$ cat src/rtl/csa_seq_ctrl.sv
// csa_seq_ctrl: round-robin sequencer sharing one 4-bit carry-select adder between two requesters
module csa_seq_ctrl #(
   parameter int NIB = 4
) (
   input  logic             clk,
   input  logic             rst_n,
   input  logic             req0,
   input  logic             req1,
   input  logic [4*NIB-1:0] a0,
   input  logic [4*NIB-1:0] b0,
   input  logic [4*NIB-1:0] a1,
   input  logic [4*NIB-1:0] b1,
   input  logic             cin0,
   input  logic             cin1,
   output logic [1:0]       gnt,
   output logic [3:0]       add_a,
   output logic [3:0]       add_b,
   output logic             add_cin,
   input  logic [3:0]       add_s,
   input  logic             add_cout,
   output logic [4*NIB-1:0] sum,
   output logic             cout,
   output logic             done,
   output logic             done_id
);
   localparam int W = 4 * NIB;
   localparam int CW = NIB > 1 ? $clog2(NIB) : 1;
   localparam logic [CW-1:0] LAST = CW'(NIB - 1);
   typedef enum logic [1:0] {IDLE, RUN, DONE} state_t;
   state_t state, state_nx;
   logic [W-1:0] ra, rb;
   logic [CW-1:0] cnt;
   logic carry, prio, win, accept, run;
   // next state, arbitration and shared-adder drive
   always_comb begin
      state_nx = state;
      win      = (req0 && req1) ? prio : req1;
      accept   = 1'b0;
      run      = state == RUN;
      done     = state == DONE;
      add_a    = run ? ra[{cnt, 2'b00} +: 4] : 4'h0;
      add_b    = run ? rb[{cnt, 2'b00} +: 4] : 4'h0;
      add_cin  = run & carry;
      case (state)
         IDLE: begin
            accept = req0 | req1;
            if (accept) state_nx = RUN;
         end
         RUN: if (cnt == LAST) state_nx = DONE;
         default: state_nx = IDLE;
      endcase
   end
   // state register
   always_ff @(posedge clk or negedge rst_n) begin
      if (!rst_n) state <= IDLE;
      else state <= state_nx;
   end
   // operand capture, slice-by-slice result assembly and round-robin pointer
   always_ff @(posedge clk or negedge rst_n) begin
      if (!rst_n) begin
         gnt     <= 2'b00;
         ra      <= '0;
         rb      <= '0;
         carry   <= 1'b0;
         cnt     <= '0;
         sum     <= '0;
         cout    <= 1'b0;
         done_id <= 1'b0;
         prio    <= 1'b0;
      end else begin
         gnt <= accept ? (win ? 2'b10 : 2'b01) : 2'b00;
         if (accept) begin
            ra      <= win ? a1 : a0;
            rb      <= win ? b1 : b0;
            carry   <= win ? cin1 : cin0;
            cnt     <= '0;
            sum     <= '0;
            done_id <= win;
            prio    <= ~win;
         end else if (run) begin
            sum[{cnt, 2'b00} +: 4] <= add_s;
            carry <= add_cout;
            cnt   <= (cnt == LAST) ? '0 : cnt + 1'b1;
            if (cnt == LAST) cout <= add_cout;
         end
      end
   end
endmodule

$ cat config.mk
export PLATFORM = sky130hd
export DESIGN_NAME = csa_seq_ctrl
export DESIGN_NICKNAME = d
export VERILOG_FILES = /design/src/rtl/csa_seq_ctrl.sv
export SDC_FILE = /design/constraint.sdc
export NUM_CORES = 1
export LEC_CHECK = 0
export ABC_CLOCK_PERIOD_IN_PS = 1900
export CAP_MARGIN = 10
export CORE_ASPECT_RATIO = 0.75
export CORE_UTILIZATION = 25
export CTS_CLUSTER_SIZE = 14
export DETAILED_ROUTE_END_ITERATION = 16
export GPL_TIMING_DRIVEN = 0
export PLACE_DENSITY = 0.53
export SLEW_MARGIN = 20
export SYNTH_ARGS = -nofsm -noshare
export SYNTH_HDL_FRONTEND = slang
export SYNTH_SLANG_ARGS = --single-unit
$ cat constraint.sdc
create_clock -name clk -period 1.9 [get_ports clk]
set_input_delay 0.285 -clock clk [delete_from_list [all_inputs] [get_ports clk]]
set_output_delay 0.285 -clock clk [all_outputs]
set_load 0.02 [all_outputs]
==> key figures <==
Critical path
  – FF-to-FF path depth: 6
  – CP max stage delay: 0.49 ns
  – Slowest stage cell, crit path: mux4_2
  – Worst Path Class, Setup: reg2out
  – Reg-to-reg critical path endpoint: sum[10]$_DFFE_PN0P_
  – Worst Path Arrival: 1.65 ns
  – FF-to-FF setup slack: 0.14 ns
  – Critical Path RT: 1.62 ns
  – Critical R2R Launch: cnt[0]$_DFFE_PN0P_
  – CP endpoint kind: primary output
  – Worst Setup Start Kind: flop
  – Crit-path cells: buf_12 > mux4_2 > and2_4 > buf_6
  – CP Max Fanout: 8

Synth
  – Syn_nets: 315
  – Synth Warn #: 0
  – Top-area cell type share of the netlist area: 0.4917
  – Synth Flop Type: dfrtp_1
  – Post-synthesis sequential element count: 58
  – Synth top area cells: dfrtp_1, a221o_1, mux4_2
  – EDFF count, synth: 0
  – Post-synth ARST share: 1.000
  – Synth cell types: 36
  – Top cells by count, synth: dfrtp_1, a221o_1, a21boi_0
  – Mean Syn Cell Area: 12.61 um^2
  – Cell Area, Synth: 2952 um^2
  – Area leader, netlist: dfrtp_1
  – Post-Synthesis Cells: 234
  – Register area share after synthesis: 0.4917
  – Top-count cell post-synth: dfrtp_1

Die
  – Row count: 33
  – Die height: ~96 um
  – I/O pin count: 105
  – CORE AREA: 11190 um^2
  – Initial Util: 0.2638
  – Area of the die: 12250 um^2
  – Die Wd: 127.5 um

Route
  – Antenna viol nets, final: 0
  – Via/cell ratio: 4.662
  – Routed wire per std cell: roughly 16 um
  – Number of remaining DRC errors: 0
  – Initial DRC count: 156
  – Final WL: 8524 um
  – Drt first pass iters: 4
  – Routed via count: 2415

STA
  – Fin crit period: just under 2 ns
  – Fmax: 0.5161 GHz
  – Final setup margin: -0.03776 ns
  – Clock Skew: 0.006660 ns
  – Final count of negative-setup-slack endpoints: 8
  – Final period util: 1.020
  – Slew Limit Fails: 0
  – Worst-margin pin slew: 0.5046 ns
  – Final hold vios: 0
  – Worst slew margin: 0.6610
  – Unrepaired setup endpoints after global routing: true

Cells and area
  – Share of cells above drive strength 1: 0.2022
  – Final nets: 437
  – Fillers: 1090
  – Area growth, synth to finish: 56.85%
  – N_diodes: 0

Clock network
  – CTS tree: done
  – Cts bufs inserted: 9
  – Clk slew on worst S/H paths: 0.05 ns
  – Skew-Pair Late Insertion Delay: approximately 0.32 ns
  – H-tree Lvls: 3
  – Clock Sinks: 58
  – Root Driver: clkbuf_16
  – Clk buf depth: 2

Min path
  – Hold Crit Class: in2async

GRT
  – Gr usage total: 0.1483
  – Overflow after GRT: 0
  – Number of global-route vias before repair: 2591
  – Largest net degree at the start of global routing: 57
  – Initial antenna violation count: 0
  – First-pass GRT wire length: 13390 um

Pwr
  – Peak supply drop: slightly below 0.0007 V
  – Total Power: 7.478 mW
  – Power Dens Cells: 1615 nW/um^2
  – Static Leak: 1.977 nW

Run status
  – Failing checks: setup timing
  – Outcome: complete, but fails checks

Flow run
  – Max Cap Viol: 0

Placed design
  – Dpl ws: -0.5428 ns
  – Post-DP HPWL: around 6400 um
  – Number of port buffers: between 100 and 150
  – Gp weighted congestion: 0.7664
[final cells by class]
| class | instances | area, um^2 | share of cell area |
|---|---|---|---|
| tap | 157 | 196.4 | 0.04243 |
| clock inverter | 6 | 66.31 | 0.01432 |
| clock buffer | 10 | 239.0 | 0.05162 |
| sequential | 58 | 1453 | 0.3138 |
| buffer | 22 | 188.9 | 0.04081 |
| multi-input combinational | 150 | 1350 | 0.2916 |
| timing repair buffer | 111 | 1121 | 0.2422 |
| inverter | 4 | 15.01 | 0.003243 |
[timing repair]
| action | 4_1_cts | 5_1_grt |
|---|---|---|
| hold buffers | 1 | 0 |
| endpoints found under the setup margin | 26 | 17 |
| hold endpoints to repair | 58 | 0 |
| gates resized for setup | 68 | 6 |
| pin swaps | 8 | 1 |
| cloned | 0 | 0 |
| buffers inserted | 5 | 0 |
[placed cells by master (no fill, tap or decap), types with 4 or more instances in the layout]
master / count
a21boi_0: 17
a22o_1: 8
a21oi_1: 4
dfrtp_1: 57
mux4_2: 8
clkbuf_16: 9
buf_6: 18
nand4_1: 4
clkdlybuf4s50_1: 93
nand2_1: 7
and2_4: 8
inv_1: 4
a32oi_1: 4
buf_2: 8
ha_1: 6
a221o_1: 32
nor2_1: 6
buf_4: 6
a21boi_1: 15
[logic make-up (layout without fill, tap and decap cells)]
logic type	after synthesis	count (layout)	share of synthesized area
mux	9	9	0.06486
simple gates	46	46	0.1005
fa+ha+maj	6	6	0.02543
compound gates	89	89	0.2573
buf+inv	26	153	0.06019
flops	58	58	0.4917
[worst max path at each step]
stage                                endpoint                  from  slack, ns
final                                add_a[1]    cnt[0]$_DFFE_PN0P_      -0.04
after CTS                            add_a[0]    cnt[0]$_DFFE_PN0P_      -0.11
after floorplan           sum[12]$_DFFE_PN0P_    cnt[1]$_DFFE_PN0P_       0.11
after global routing                 add_a[1]    cnt[0]$_DFFE_PN0P_       -0.1
after global placement     rb[10]$_DFFE_PN0P_                 rst_n      -1.34
after detailed placement             add_a[0]  state[1]$_DFFE_PN0P_      -0.54
[metrics by stage]
step                      setup TNS, ns  cells  hold slack, ns  area, um^2    util
after global placement           -87.65    495          0.4773        4189  0.3744
after detailed placement         -10.30    496         0.09093        4214  0.3766
after global routing            -0.6239    518          0.3113        4629  0.4137
after CTS                       -0.4189    518          0.3024        4614  0.4124
after floorplan                       0    234        -0.01059        2952       -
final                           -0.2115    518          0.3166        4629  0.4137
[routing by layer]
layer / global-route usage / part of all wire / up-vias
met2: 0.2240 / 0.42 / 103
li1: - / - / 1163
met1: 0.2054 / 0.51 / 1140
met4: 0.03571 / 0.0079 / 0
met5: 0 / 0 / -
met3: 0.04725 / 0.068 / 9
[critical path, delay by kind of cell, from the launching register on]
family        cells  cell delay, ns
mux               1            0.49
flops             1            0.40
buf+inv           2            0.27
simple gates      1            0.16
[flip-flops by register name, indices dropped and copies added (netlist names)]
| signal | count |
|---|---|
| carry | 1 |
| cnt | 2 |
| cout | 1 |
| done_id | 1 |
| gnt | 2 |
| prio | 1 |
| ra | 16 |
| rb | 16 |
| state | 2 |
| sum | 16 |
[power by group]
| part | leakage [nW] | switching [mW] | internal, mW | total [mW] |
|---|---|---|---|---|
| combinational | 1.10 | 1.77 | 2.06 | 3.83 |
| clock | 0.141 | 0.578 | 1.05 | 1.63 |
| sequential | 0.741 | 0.278 | 1.75 | 2.02 |
| total | 1.98 | 2.63 | 4.85 | 7.48 |
Note: power is estimated with default switching activity, not from simulation.
